## src/rtl/cmp_pkg.sv

```systemverilog
// Shared definitions for the stream comparator: FSM encoding and cascade type.
package cmp_pkg;

    // FSM state encoding
    localparam logic [1:0] ST_IDLE = 2'd0;
    localparam logic [1:0] ST_BUSY = 2'd1;
    localparam logic [1:0] ST_DONE = 2'd2;

    // Running relation between the operand prefixes seen so far
    typedef struct packed {
        logic l;
        logic e;
        logic g;
    } cascade_t;

    // A frame that has not yet seen a differing beat compares as equal
    localparam cascade_t CASCADE_RESET = '{l: 1'b0, e: 1'b1, g: 1'b0};

endpackage

```

## src/rtl/cmp_cell.sv

```systemverilog
// One beat of an MSB-first magnitude comparison cascade (purely combinational).
module cmp_cell #(
    parameter int unsigned W = 8
) (
    input  logic [W-1:0] i_a,
    input  logic [W-1:0] i_b,
    input  logic         i_l,
    input  logic         i_e,
    input  logic         i_g,
    output logic         o_lt,
    output logic         o_eq,
    output logic         o_gt
);

    // A more significant difference already decided the result; otherwise this beat decides
    always_comb begin
        o_lt = i_l;
        o_eq = i_e;
        o_gt = i_g;
        if (i_e) begin
            o_lt = (i_a < i_b);
            o_eq = (i_a == i_b);
            o_gt = (i_a > i_b);
        end
    end

endmodule

```

## src/rtl/stream_comparator.sv

```systemverilog
// Compares two multi-beat operands streamed MSB-first and reports lt/eq/gt per frame.
module stream_comparator
    import cmp_pkg::*;
#(
    parameter int unsigned W     = 8,
    parameter int unsigned CNT_W = 4
) (
    input  logic             clk,
    input  logic             rst,
    input  logic             in_valid,
    output logic             in_ready,
    input  logic [W-1:0]     a_beat,
    input  logic [W-1:0]     b_beat,
    input  logic             in_last,
    output logic             out_valid,
    input  logic             out_ready,
    output logic             lt,
    output logic             eq,
    output logic             gt,
    output logic [CNT_W-1:0] beat_count
);

    logic [1:0]       r_state;
    cascade_t         r_cascade;
    logic [CNT_W-1:0] r_count;

    logic             w_accept;
    logic             w_consume;
    cascade_t         w_cas_in;
    cascade_t         w_cas_out;
    logic [CNT_W-1:0] w_count_next;

    assign in_ready  = (r_state != ST_DONE);
    assign out_valid = (r_state == ST_DONE);
    assign w_accept  = in_valid && in_ready;
    assign w_consume = out_valid && out_ready;

    // First beat of a frame starts from "equal so far"; later beats continue the cascade
    assign w_cas_in = (r_state == ST_IDLE) ? CASCADE_RESET : r_cascade;

    cmp_cell #(
        .W (W)
    ) u_cmp_cell (
        .i_a  (a_beat),
        .i_b  (b_beat),
        .i_l  (w_cas_in.l),
        .i_e  (w_cas_in.e),
        .i_g  (w_cas_in.g),
        .o_lt (w_cas_out.l),
        .o_eq (w_cas_out.e),
        .o_gt (w_cas_out.g)
    );

    // Beat counter: restarts at 1 on the first beat, saturates at all-ones
    always_comb begin
        w_count_next = r_count;
        if (r_state == ST_IDLE) begin
            w_count_next = CNT_W'(1);
        end else if (r_count != {CNT_W{1'b1}}) begin
            w_count_next = r_count + CNT_W'(1);
        end
    end

    // Frame FSM with cascade and count registers; reset wins over any handshake
    always_ff @(posedge clk) begin
        if (rst) begin
            r_state   <= ST_IDLE;
            r_cascade <= CASCADE_RESET;
            r_count   <= '0;
        end else begin
            case (r_state)
                ST_IDLE, ST_BUSY: begin
                    if (w_accept) begin
                        r_cascade <= w_cas_out;
                        r_count   <= w_count_next;
                        r_state   <= in_last ? ST_DONE : ST_BUSY;
                    end
                end
                ST_DONE: begin
                    // Result consumed: return to a fresh idle view
                    if (w_consume) begin
                        r_state   <= ST_IDLE;
                        r_cascade <= CASCADE_RESET;
                        r_count   <= '0;
                    end
                end
                default: begin
                    r_state   <= ST_IDLE;
                    r_cascade <= CASCADE_RESET;
                    r_count   <= '0;
                end
            endcase
        end
    end

    assign lt         = r_cascade.l;
    assign eq         = r_cascade.e;
    assign gt         = r_cascade.g;
    assign beat_count = r_count;

endmodule

```

## config.mk

```make
export PLATFORM = sky130hd
export DESIGN_NAME = stream_comparator
export DESIGN_NICKNAME = d
export VERILOG_FILES = /design/src/rtl/cmp_pkg.sv /design/src/rtl/cmp_cell.sv /design/src/rtl/stream_comparator.sv
export SDC_FILE = /design/constraint.sdc
export NUM_CORES = 1
export LEC_CHECK = 0
export CORE_UTILIZATION = 43
export DETAILED_ROUTE_END_ITERATION = 6
export GPL_ROUTABILITY_DRIVEN = 0
export PLACE_DENSITY_LB_ADDON = 0.15
export SYNTH_ARGS = -nofsm -noshare
export SYNTH_HDL_FRONTEND = slang
export SYNTH_SLANG_ARGS = --single-unit
```

## constraint.sdc

```tcl
create_clock -name clk -period 2.4 [get_ports clk]
set_input_delay 0.36 -clock clk [delete_from_list [all_inputs] [get_ports clk]]
set_output_delay 0.36 -clock clk [all_outputs]
set_load 0.005 [all_outputs]
```

# Yosys cells after proc, flatten, opt, wreduce, memory -nomap -nowiden
# Cells that the tools add are included.
dict set report totals {
  regBits 9
  latchBits 0
  mem_bits_rw 0
  rom_bits 0
  output_inout_bits 9
  word_cells 40
  n_memories 0
}
dict set report classes {
  add_sub_neg 1
  multipliers 0
  div 0
  n_lt_le_gt_ge 2
  n_eq_ne 9
  shifts 0
  mux 16
  bitwise_logic 0
  n_reduce_logical 7
}
# cell n
set op_table {}
lappend op_table {{$mux W4} 4}
lappend op_table {{$mux W3} 3}
lappend op_table {{$eq A8 B8 Y1} 1}
lappend op_table {{$gt A8 B8 Y1} 1}
lappend op_table {{$lt A8 B8 Y1} 1}
lappend op_table {{$pmux W4 S2} 1}
lappend op_table {{$mux W2} 3}
lappend op_table {{$ne A3 B3 Y1 const B} 2}
lappend op_table {{$pmux W3 S2} 1}
lappend op_table {{$reduce_and A3 Y1} 2}
lappend op_table {{$add A4 B1 Y4 const B} 1}
lappend op_table {{$ne A2 B2 Y1 const B} 2}
lappend op_table {{$ne A4 B4 Y1 const B} 1}
lappend op_table {{$pmux W2 S2} 1}
lappend op_table {{$mux W1} 3}
lappend op_table {{$eq A2 B1 Y1 const B} 1}
lappend op_table {{$eq A2 B2 Y1 const B} 1}
lappend op_table {{$logic_and A1 B1 Y1} 2}
lappend op_table {{$logic_not A2 Y1} 1}
lappend op_table {{$ne A2 B1 Y1 const B} 1}
lappend op_table {{$reduce_and A2 Y1} 1}
lappend op_table {{$reduce_or A2 Y1} 1}

# Logic depth before layout (Yosys ltp)
# Gate-level depths: netlist of run 1.
dict set report logic_depth {
  ltp_word 5
  depth_mapped 7
}

# By module
# From an unflattened synthesis of run 1, not the netlist that was laid out.
dict set report unflattened {
  hier_cells 88
  area_unflattened_um2 719.4
}
# mod n_inst cells_each area_per_inst_um2 seq_area_each_um2
set modules_own_cells {}
lappend modules_own_cells {stream_comparator 1 55 498.0 180.2}
lappend modules_own_cells {cmp_cell 1 33 221.5 0.0}

# Least setup slack after synthesis of run 1
# No wires, ideal clock.
dict set report synth_path {
  kind {input port to flip-flop}
  from {input port b_beat[1]}
  to {register r_cascade, in the netlist lt}
  arrival_ps 1451
  path_slack_ps 856
  cell_stages 7
  n_path_buf 0
  path_cell_list {inv_1 > ha_1 > nor2b_1 > o211ai_1 > a21oi_1 > a211o_1 > o32ai_1}
}
dict set report synth_between {
  elab_chain_cells 4
}
# element line
set synth_lines {}
lappend synth_lines {{from (decl)} stream_comparator.sv:13} ;# input logic [W-1:0] b_beat,
lappend synth_lines {{$lt A8 B8 Y1} cmp_cell.sv:21} ;# o_lt = (i_a < i_b);
lappend synth_lines {{$mux W1} cmp_cell.sv:20} ;# if (i_e) begin
lappend synth_lines {{$mux W3} stream_comparator.sv:73} ;# if (w_accept) begin
lappend synth_lines {{$pmux W3 S2} stream_comparator.sv:71} ;# case (r_state)
lappend synth_lines {{to (signal assigned)} stream_comparator.sv:74} ;# r_cascade <= w_cas_out;
lappend synth_lines {{to (decl)} stream_comparator.sv:24} ;# cascade_t r_cascade;
# Every way passes these cells. The select of a mux whose other input is x is not followed.
# A chain may end at the register's enable or synchronous reset.

# Final worst setup path of run 1
dict set report layout_path {
  from {register r_state[1]}
  to {output port out_valid}
}
dict set report layout_between {
  elab_chain_cells 1
}
# element line
set layout_lines {}
lappend layout_lines {{from (decl)} stream_comparator.sv:23} ;# logic [1:0] r_state;
lappend layout_lines {{from (signal assigned)} stream_comparator.sv:76} ;# r_state <= in_last ? ST_DONE : ST_BUSY;
lappend layout_lines {{$eq A2 B2 Y1} stream_comparator.sv:34} ;# assign out_valid = (r_state == ST_DONE);
lappend layout_lines {{to (decl)} stream_comparator.sv:15} ;# output logic out_valid,
# Every way passes these cells.

==> metrics list, run 1 <==
* Fill count: 128
- Post-cts gate resize count: 0
* Leakage dissipation: 0.434 nW
- Largest family of logic cells by synthesized area: simple AND/OR/NAND/NOR gates
- Once placement finished, the instance area stood at 951 sq um.
* Power density normalized to cell area: 408 mW/mm^2
- Unique masters post-synth: 29
- By startpoint and endpoint, the worst setup path is classified as flip-flop to primary output.
- For the worst-skew pair, the clock arrives at the later sink with an insertion delay of 0.26 ns.
* Tot GR Track Use: 21.5%
- The worst setup path is captured at a primary output.
* Worst Max-Slew Pin Slew: 0.389 ns
- Final max-slew violation count: 0
- Number of clock sinks: 9
* Wirelength per Cell: 11.3 um
* Number of buffers added by the clock tree synthesis step: 3
* Crit path time final: 1.92 ns
- Final number of hold-violating endpoints: 0
* Highest net fanout along the worst path: 10
- The critical path goes through or2b_1 -> inv_1 -> clkdlybuf4s50_1.
- DRC violation count after routing: 0
* Fraction of synthesized cell area in xor and xnor cells: 0%
* Unrepaired setup endpoints after global routing: no
- After clock tree synthesis, the setup repair step added 0 buffers.
* Starting density of the core: 48.1%
- Headroom to the max-slew limit came out at 74.0%.
- Worst-case clock skew: 0.00823 ns
- In this run the number of H-tree levels came out at 1.
- Max-cap violations in this run came to 0.
- Worst supply voltage drop on vdd: 0.371 mV
- Gate family responsible for the most delay along the worst path: buffers and inverters
- Layout Nets: 142
- After synthesis, the share of cell area in mux cells is 0%.
- Crit-path max cell delay: 0.48 ns
- The initial antenna violation count is 0.
- Compound-cell area share of the yosys netlist: 23.2%
- The number of hold buffers added after CTS was 0.
- Ratio of cells with drive above 1 in the final layout: 6.31%
- Post-DP HPWL: 1160 um
- Overall routed net length: 1420 um
* Avg Cell Area, Syn: 8.21 sq um
- The repair_antennas step left the layout with diodes totalling 0.
- The floorplan has 13 rows.
- Synthesized area: 657 sq um
- Number of buffers between clock root and the deepest sink: 2
* Number of top-level design ports: 30
- For the final routed database, the setup TNS stands at 0 ns.
* Critical path data required time: 2.04 ns
- The first global-routing pass estimated 2370 um of wire.
* Pin count of the biggest net entering global routing: 12
- CTS placed an instance of sky130_fd_sc_hd__clkbuf_4 at the clock tree root.
- Clock tree from TritonCTS: built
- The worst setup path is launched from a flip-flop.
- Global routing finished with a remaining overflow of 0.
- Net count after synthesis: 110
- The detail route stage leaves a number of antenna-violating nets equal to 0.
* Basic-gate share of the synthesized area counting and, or, nand and nor cells: 23.6%
* Buf/Inv on CP: 2
- The floorplan step set the die width to 41.1 um.
- The finished cells cover 977 sq um.
- Arithmetic-cell share of the synthesized area counting full adders, half adders and majority gates: 17.1%
* Layout overhead on the synthesized area: 48.8%
* Overall via count from detail_route: 666
- Worst path arrival time: 1.56 ns
* Cell at the slowest stage of the critical path: sky130_fd_sc_hd__dfxtp_1
- Vias in the first global route: 619
- Number of synthesis warnings: 0
- Height of the die: 41.1 um
- For this run, the detailed router's first-pass iteration total came to 2.
- Count of endpoints failing setup in the final report: 0
- In the synthesized netlist, the number of instances is 80.
- Number of vias per cell: 5.29
- Path category of the worst min-delay check: flip-flop to flip-flop
- Run status: complete, no violations
- In this run the standard cell core region covers 0.00137 sq mm.
- The die covers 0.00169 sq mm.
* Final Cycle Share: 80.1%
- Static timing analysis puts the maximum clock frequency at 520 MHz.
- Count of buffers inserted at the top-level ports: 29
- Sequential cells were found to cover 27.4% of the synthesized design area.
- In this run, the number of DRC markers left after iteration 0 of detailed routing was 3.
- Post-synthesis sequential element count: 9
* Clock Pin Slew Worst Setup and Hold Paths: 0.06 ns
-- sequential cells by signal, summed over array words and instances, names as in the netlist --
name and count:
lt 1, r_state 2, gt 1, beat_count 4
eq 1
-- stage by stage --
stage | hold WS [ns] | utilization (%) | total power [mW] | worst slack (ns) | cells
floorplan | 0.471 | - | 0.227 | 0.856 | 80
global placement | 0.490 | 69.6 | 0.284 | 0.350 | 122
detailed placement | 0.480 | 69.6 | 0.287 | 0.266 | 122
CTS | 0.493 | 71.5 | 0.403 | 0.473 | 126
global route | 0.522 | 71.5 | 0.427 | 0.386 | 126
finish | 0.493 | 71.5 | 0.398 | 0.478 | 126
-- cells by family after synthesis --
kind of cell | after synthesis
DFF | 9
AOI/OAI and AO/OA | 20
adders and majority gates | 9
buffers and inverters | 13
and+or+nand+nor | 29
-- worst reg2reg max path, stage by stage (launching register included) --
cell	delay, ns
sky130_fd_sc_hd__dfxtp_1	0.48
sky130_fd_sc_hd__or3b_1	0.42
sky130_fd_sc_hd__o21ai_2	0.12
sky130_fd_sc_hd__a41o_4	0.16
sky130_fd_sc_hd__a211o_1	0.12
sky130_fd_sc_hd__a21oi_2	0.05
-- cell usage after synthesis --
| cell | instances | area share [%] |
|---|---|---|
| sky130_fd_sc_hd__a21o_1 | 1 | 1.1 |
| sky130_fd_sc_hd__or2b_1 | 1 | 1.1 |
| sky130_fd_sc_hd__a2111oi_0 | 1 | 1.3 |
| sky130_fd_sc_hd__nor3b_1 | 1 | 1.1 |
| sky130_fd_sc_hd__nand4_1 | 3 | 2.9 |
| sky130_fd_sc_hd__nand3_1 | 2 | 1.5 |
| sky130_fd_sc_hd__clkbuf_1 | 1 | 0.57 |
| sky130_fd_sc_hd__nand2_1 | 6 | 3.4 |
| sky130_fd_sc_hd__a41o_4 | 1 | 3.2 |
| sky130_fd_sc_hd__a21oi_2 | 1 | 1.3 |
| sky130_fd_sc_hd__nand2b_1 | 2 | 1.9 |
| sky130_fd_sc_hd__nor2b_1 | 3 | 2.9 |
| sky130_fd_sc_hd__or3_1 | 1 | 0.95 |
| sky130_fd_sc_hd__or3b_1 | 1 | 1.3 |
| sky130_fd_sc_hd__a211o_2 | 1 | 1.5 |
| sky130_fd_sc_hd__nor2_1 | 5 | 2.9 |
| sky130_fd_sc_hd__o21ai_2 | 1 | 1.3 |
| sky130_fd_sc_hd__inv_1 | 11 | 6.3 |
| sky130_fd_sc_hd__dfxtp_1 | 9 | 27 |
| sky130_fd_sc_hd__o211ai_1 | 1 | 1.1 |
| sky130_fd_sc_hd__a211o_1 | 2 | 2.7 |
| sky130_fd_sc_hd__nand3b_1 | 1 | 1.1 |
| sky130_fd_sc_hd__a21oi_1 | 7 | 5.3 |
| sky130_fd_sc_hd__nor3_1 | 2 | 1.5 |
| sky130_fd_sc_hd__o32ai_1 | 2 | 2.7 |
| sky130_fd_sc_hd__o21ai_0 | 2 | 1.5 |
| sky130_fd_sc_hd__buf_6 | 1 | 1.7 |
| sky130_fd_sc_hd__ha_1 | 9 | 17 |
| sky130_fd_sc_hd__or2_1 | 1 | 0.95 |
-- report_power, final --
group,switching [mW],total [mW],internal [mW]
logic,0.0433,0.115,0.0718
registers,0.00939,0.167,0.158
clock network,0.0518,0.116,0.0640
-- routing by layer --
layer | share of wire [%] | global-route usage, % | wire length, um | vias to the layer above
met5 | 0 | 0 | 0 | -
met4 | 0.35 | 5.00 | 5 | 0
met3 | 5.5 | 8.15 | 79 | 2
met2 | 48 | 37.1 | 677 | 20
met1 | 46 | 24.6 | 662 | 296
li1 | - | - | - | 348
-- layout make-up --
type	count	area, sq um	share of cell area [%]
Multi-Input combinational cell	58	420	43.0
Sequential cell	9	180	18.4
Tap cell	15	18.8	1.92
Clock buffer	4	26.3	2.69
Inverter	11	41.3	4.23
Timing Repair Buffer	29	290	29.7
-- placed cells by master, fill, tap and decap left out, types with 3 or more instances in the layout --
cell type                         count
sky130_fd_sc_hd__a21oi_1              7
sky130_fd_sc_hd__inv_1               11
sky130_fd_sc_hd__clkbuf_4             3
sky130_fd_sc_hd__clkdlybuf4s50_1     29
sky130_fd_sc_hd__nor2b_1              3
sky130_fd_sc_hd__nand2_1              6
sky130_fd_sc_hd__nand4_1              3
sky130_fd_sc_hd__nor2_1               5
sky130_fd_sc_hd__dfxtp_1              9
sky130_fd_sc_hd__ha_1                 9
-- worst paths after layout --
kind | startpoint | slack, ns | endpoint | cells past startpoint
hold / removal | lt | 0.49 | lt | 2
hold reg to reg | lt | 0.49 | lt | 2
setup reg to reg | r_state[1] | 0.92 | beat_count[0] | 5
setup / recovery | r_state[1] | 0.48 | out_valid | 3
(Power assumes the default switching activity.)
==> run 2, diff against run 1 <==
Settings changed: CORE_UTILIZATION 43 to 36.
Clock period 2.4 ns to 1.6 ns, I/O delays scaled along.
==> run 2 against run 1 <==
Against the previous run: global-route usage shrank 5.3 points; worst hold slack improved by 0.012 ns; clock power is 46% higher; critical endpoint is now lt; critical path type is now primary input to flip-flop; flip-flop and latch count unchanged; register-to-register slack got worse by 0.79 ns; critical path depth is 3 higher; power rose by 57%; largest power group unchanged; clock skew down 0.0063 ns; non-clock buffer count grew 9; count of clock-buffer cells in the layout unchanged; first-iteration DRC count grew to 3.0 times the previous value.
==> metrics list, run 2 (synthesis gave the netlist of run 1 again) <==
- Run status: complete, no violations
- Total of hold buffers inserted after clock tree synthesis: 0 (unchanged)
* Number of vias per cell: 4.62 (-13%)
- Unrepaired setup endpoints after global routing: no
- The path class of the tightest hold or removal check is flip-flop to flip-flop.
- The number of hold violations in the final report came to 0 (unchanged).
* Number of buffers between clock root and the deepest sink: 2 (unchanged)
- Count of buffers inserted at the top-level ports: 29 (unchanged)
- Flip-flop count of the largest register after layout: 4 (unchanged)
- The path with the worst hold slack has its endpoint at beat_count[1].
- The clock-pin slew on the worst setup and hold paths is 0.06 ns (about the same).
- Reg2reg setup slack: 0.13 ns (-0.79 ns)
* Iteration-0 DRC Markers: 9 (+6)
* Leakage dissipation: 0.489 nW (+13%)
- Number of buffers added by the clock tree synthesis step: 3 (unchanged)
- The combinational share of power was 33.9% (+5.0 points).
* Post-DP HPWL: 1150 um (-1.1%)
* Remaining global-route overflow: 0 (unchanged)
* Final Cycle Share: 94.8%
* Slew Limit Headroom: 73.8% (-0.19 points)
* Worst-case clock skew: 0.00189 ns (-0.00633 ns)
- The I/O pin count came to 30 (unchanged).
- STA classifies the critical path startpoint as a primary input.
* Worst hold slack: 0.505 ns (+0.0125 ns)
- Tot GR Track Use: 16.2% (-5.3 points)
- Number of instances on the worst hold path: 2 (unchanged)
- The power density over the cells came to 570 mW/mm^2 (+40%).
- Leaving out fill and tap cells, the most frequent cells in the layout are sky130_fd_sc_hd__clkdlybuf4s50_1 (26), sky130_fd_sc_hd__inv_1 (11), sky130_fd_sc_hd__buf_4 (9), sky130_fd_sc_hd__ha_1 (7), sky130_fd_sc_hd__dfxtp_1 (7).
- Compared with the post-synthesis result, the final layout area differs by 67.0%.
- The worst register-to-register path ends at beat_count[0].
- The transition time of the tightest slew-check pin was 0.393 ns (+0.00333 ns).
- The area of all placed cells without fillers came to 0.00110 sq mm (+12%).
* Antenna diode instance count: 0 (unchanged)
- Height of the die: 44.7 um (+8.8%)
- The switching part of the total power is 25.8% (-0.41 points).
- In this run the critical register-to-register path is launched from r_state[1].
- Starting density of the core: 38.0% (-10 points)
* DRT antenna net count: 0 (unchanged)
* Core region area: 0.00173 sq mm (+26%)
* Most common library cell in the layout ignoring fill and taps: sky130_fd_sc_hd__clkdlybuf4s50_1
* CTS root buf: sky130_fd_sc_hd__clkbuf_4
- The die outline area was 0.00200 sq mm (+18%).
- FMAX: 659 MHz
- Count of endpoints failing setup in the final report: 0 (unchanged)
- Worst-Skew Late Latency: 0.25 ns (about the same)
- The sink count of the clock tree came to 9 (unchanged).
- Highest net fanout along the worst path: 2 (-8)
- Layout Nets: 151 (+6.3%)
* Wirelength per Cell: 9.77 um (-14%)
- Critical path type: primary input to flip-flop
* Overall routed net length: 1420 um (-0.49%)
- Worst hold path startpoint: beat_count[1]
- The initial antenna violation count was 0 (unchanged).
- The detailed-routing iteration count for the pre-antenna-repair pass is 4 (+2).
- Clock tree from TritonCTS: built
* Total power of the final layout: 0.626 mW (+57%)
- Depth of the worst register-to-register path: 6 (+1)
- The max-slew violation count is 0 (unchanged).
- Pin count of the biggest net entering global routing: 7 (-5)
* Fin Setup TNS: 0 ns (unchanged)
- Clock share of power: 27.0% (-2.1 points)
- Overall via count from detail_route: 670 (+0.60%)
- Ratio of cells with drive above 1 in the final layout: 18.3% (+12 points)
- Worst Slack Setup Final: 0.0828 ns (-0.395 ns)
- Critical path data required time: 1.77 ns (-0.27 ns)
* Die Width: 44.7 um (+8.8%)
- Design internal power: 0.464 mW (+58%)
- Number of max-cap violations: 0 (unchanged)
- Vias in the first global route: 619 (unchanged)
* Sequential Power Share: 39.2% (-2.8 points)
* Number of placement rows: 15 (+2)
* First-pass GRT wire length: 2390 um (+0.59%)
- STA classifies the critical path endpoint as a flip-flop.
- DRC violation count after routing: 0 (unchanged)
- Net Sw Power: 0.162 mW (+55%)
- Placed cell area: 0.00101 sq mm (+6.1%)
- The worst endpoint data arrival time was 1.68 ns (+0.12 ns).
- Maximum level of the CTS H-tree: 1 (unchanged)
* Worst supply voltage drop on vdd: 0.458 mV (+24%)
- The smallest clock period supported by the final layout is computed as 1.52 ns.
* Dpl ws: -0.403 ns (-0.669 ns)
-- run 2: cell count changes in the layout (fill, tap and decap cells not counted), sizes merged --
cell | previous run | this run
dlygate4sd2 | 0 | 3
buf | 0 | 9
clkdlybuf4s50 | 29 | 26
-- run 2: power by group through the flow --
stage	Combinational [mW]	Clock (mW)	Sequential [mW]
after detailed placement	0.190	0	0.254
after global routing	0.237	0.193	0.246
after global placement	0.188	0	0.254
final	0.212	0.169	0.245
after CTS	0.203	0.180	0.245
after floorplan	0.0881	0	0.252
-- run 2: final cells by class --
type,instances,area [sq um]
tap,25,31.3
multi-input combinational,58,457
fill,167,629
clock buffer,4,26.3
timing repair buffer,38,354
sequential,9,188
inverter,11,41.3
-- run 2: metal layers --
layer  up-vias  global-route usage, %  part of all wire, %
li1        364                      -                    -
met4         0                   1.82                    0
met2        17                   28.5                   42
met1       289                   19.0                   51
met3         0                   6.80                  6.6
met5         -                      0                    0
-- run 2: how the worst max path moves through the flow --
stage | start | end | slack (ns) | depth (start not counted)
after floorplan | b_beat[1] | lt | 0.18 | 7
after global placement | b_beat[1] | lt | -0.33 | 8
after detailed placement | b_beat[1] | lt | -0.40 | 8
after CTS | b_beat[3] | lt | 0.02 | 7
after global routing | b_beat[7] | lt | 0.004 | 7
final | b_beat[7] | lt | 0.08 | 6
-- run 2: critical path, cell delays in order --
cell	delay (ns)
sky130_fd_sc_hd__clkdlybuf4s50_1	0.47
sky130_fd_sc_hd__inv_1	0.04
sky130_fd_sc_hd__ha_1	0.28
sky130_fd_sc_hd__buf_4	0.13
sky130_fd_sc_hd__a211o_1	0.32
sky130_fd_sc_hd__o32ai_2	0.20
-- run 2: repair_timing --
action	in CTS	in global routing
buffers inserted	3	0
endpoints found under the setup margin	4	1
hold endpoints to repair	0	0
pin swaps	6	3
resized for setup	8	3
-- run 2: through the flow --
stage	utilization, %	cells
detailed placement	58.4	138
global placement	58.4	138
global route	63.6	145
CTS	62.2	145
floorplan	-	80
finish	63.6	145
==> run 3, diff against run 2 <==
Settings changed: CELL_PAD_IN_SITES_DETAIL_PLACEMENT from default to 1, CELL_PAD_IN_SITES_GLOBAL_PLACEMENT from default to 1, CORE_UTILIZATION 36 to 25.
==> run 3 against run 2 <==
Against the previous run: worst hold slack improved by 0.0077 ns; power increased by 2.3%; via count increased by 4.5%; die area increased by 42%; combinational power increased by 2%; clock skew about the same; largest cell class unchanged.
==> metrics list, run 3 (synthesis gave the netlist of run 1 again) <==
* Run status: complete, no violations
* Vias in the first global route: 665 (+7.4%)
* Worst Max-Slew Pin Slew: 0.439 ns (+0.0460 ns)
- Most used cells in the layout excluding fill and tap cells: sky130_fd_sc_hd__clkdlybuf4s50_1 (26), sky130_fd_sc_hd__inv_1 (10), sky130_fd_sc_hd__buf_4 (8), sky130_fd_sc_hd__dfxtp_1 (7)
* Highest net fanout along the worst path: 2 (unchanged)
* Total of hold buffers inserted after clock tree synthesis: 0 (unchanged)
- Category of the worst setup path capture point: primary output
* Crit path time final: 1.51 ns (-0.00560 ns)
- The floorplan die height was 53.3 um (+19%).
- Number of vias per cell: 4.70 (+1.7%)
- The number of CTS-inserted buffers was 3 (unchanged).
* Worst supply voltage drop on vdd: 0.362 mV (-21%)
- Worst-Skew Late Latency: 0.26 ns (about the same)
- Die footprint: 0.00284 sq mm (+42%)
- Seq. cell area: 188 sq um (unchanged)
- The count of input and output buffers was 29 (unchanged).
* Final Cycle Share: 94.5% (-0.35 points)
- The number of max-cap violations came to 0 (unchanged).
- Antenna diode instance count: 0 (unchanged)
* Layout overhead on the synthesized area: 68.8%
* Clock tree from TritonCTS: built
- Most common library cell in the layout ignoring fill and taps: sky130_fd_sc_hd__clkdlybuf4s50_1
- Dpl ws: -0.371 ns (+0.0324 ns)
- Number of clock sinks: 9 (unchanged)
- Worst path arrival time: 1.27 ns (-0.41 ns)
- The fill cell instance count of the final layout is 300 (+80%).
- The area of the core region is 0.00248 sq mm (+43%).
- The total area of multi-input combinational cells came to 469 sq um (+2.7%).
* Power density normalized to cell area: 578 mW/mm^2 (+1.3%)
* Category of the worst setup path launch point: flip-flop
- Number of iterations in the first detailed-routing pass: 2 (-2)
- Tot GR Track Use: 14.3% (-1.9 points)
- The number of buffers between clock root and the deepest sink is 2 (unchanged).
- The standard-cell row count is 18 (+3).
* Maximum level of the CTS H-tree: 1 (unchanged)
* Overall via count from detail_route: 700 (+4.5%)
- Pin count of the biggest net entering global routing: 10 (+3)
- Ratio of cells with drive above 1 in the final layout: 19.3% (+0.99 points)
* Post-Layout Cell Count: 149 (+2.8%)
- The number of violations reported at the end of detailed-routing iteration 0 was 1 (-8).
- The largest clock skew in the final design was 0.00213 ns (+0.000239 ns).
- The clock-pin slew on the worst setup and hold paths is 0.06 ns (about the same).
* Number of top-level design ports: 30 (unchanged)
- The static leakage is 0.482 nW (-1.3%).
- The number of hold violations in the final report is 0 (unchanged).
- The cell total after placement is 143 (+3.6%).
- The die width is 53.3 um (+19%).
* FMAX: 662 MHz (+0.37%)
- The critical path goes through or2b_1 -> clkdlybuf4s50_1.
- Remaining global-route overflow: 0 (unchanged)
* Slew Limit Headroom: 70.0% (-3.8 points)
- DRT antenna net count: 0 (unchanged)
* DRC violation count after routing: 0 (unchanged)
- The wire length of the first global-routing pass was 2910 um (+22%).
* Initial antenna violation count: 0 (unchanged)
- Setup repair after global routing left no endpoint under its margin.
- Layout Nets: 150 (-0.66%)
- The max-slew violation count was 0 (unchanged).
- The minimum setup slack in the final design was 0.0884 ns (+0.00560 ns).
- The critical path is of the flip-flop to primary output type.
* Starting density of the core: 26.5% (-12 points)
- Critical path data required time: 1.36 ns (-0.41 ns)
- Wirelength per Cell: 11.4 um (+17%)
- CTS root buf: sky130_fd_sc_hd__clkbuf_4
- Among all stages on the critical path, the largest delay is contributed by sky130_fd_sc_hd__clkdlybuf4s50_1.
* Count of endpoints failing setup in the final report: 0 (unchanged)
- Overall routed net length: 1700 um (+20%)
- The min-delay analysis places its worst path in the category flip-flop to flip-flop.
* Crit-path max cell delay: 0.44 ns (-0.03 ns)
- The detailed placement HPWL is 1310 um (+14%).
- Flip-flop count of the largest register after layout: 4 (unchanged)
-- run 3: stage by stage --
step | hold WS [ns] | setup TNS [ns] | power (mW) | cell area (sq um) | utilization (%)
after floorplan | 0.351 | 0 | 0.340 | 657 | -
after global placement | 0.492 | -0.916 | 0.445 | 1010 | 41.0
after detailed placement | 0.485 | -0.969 | 0.449 | 1010 | 41.0
after CTS | 0.513 | 0 | 0.642 | 1090 | 44.1
after global routing | 0.555 | 0 | 0.690 | 1110 | 44.7
final | 0.513 | 0 | 0.640 | 1110 | 44.7
-- run 3: where the power goes --
part | internal (mW) | switching, mW | total (mW)
Clock | 0.0963 | 0.0830 | 0.179
Combinational | 0.133 | 0.0829 | 0.216
Sequential | 0.236 | 0.00975 | 0.245
Total | 0.465 | 0.176 | 0.640
-- run 3: critical path, delay by kind of cell, from the launching register on --
family | cells | cell delay (ns)
buf+inv | 1 | 0.44
flops | 1 | 0.34
simple gates | 1 | 0.23
-- run 3: repair_timing --
item	CTS	global route
gates resized for setup	11	2
setup endpoints to repair	4	2
pin swaps	5	2
buffers inserted	2	0
-- run 3: worst paths after layout --
check              from             to  slack [ns]  depth (start not counted)
max          r_state[1]       in_ready        0.09                          2
min                  lt             lt        0.51                          2
max reg2reg  r_state[1]  beat_count[0]        0.11                          6
min reg2reg          lt             lt        0.51                          2
-- run 3: per-layer routing --
metal / GRT usage, % / wire [um] / up-vias
li1: - / - / 362
met1: 17.2 / 775 / 316
met2: 23.5 / 810 / 20
met3: 4.31 / 106 / 2
met4: 5.26 / 10 / 0
met5: 0 / 0 / -
-- run 3: final cells by class --
| class | count | share of cell area [%] |
|---|---|---|
| clock buffer | 4 | 2.37 |
| inverter | 11 | 3.72 |
| multi-input combinational | 58 | 42.3 |
| sequential | 9 | 16.9 |
| tap | 30 | 3.39 |
| timing repair buffer | 37 | 31.3 |
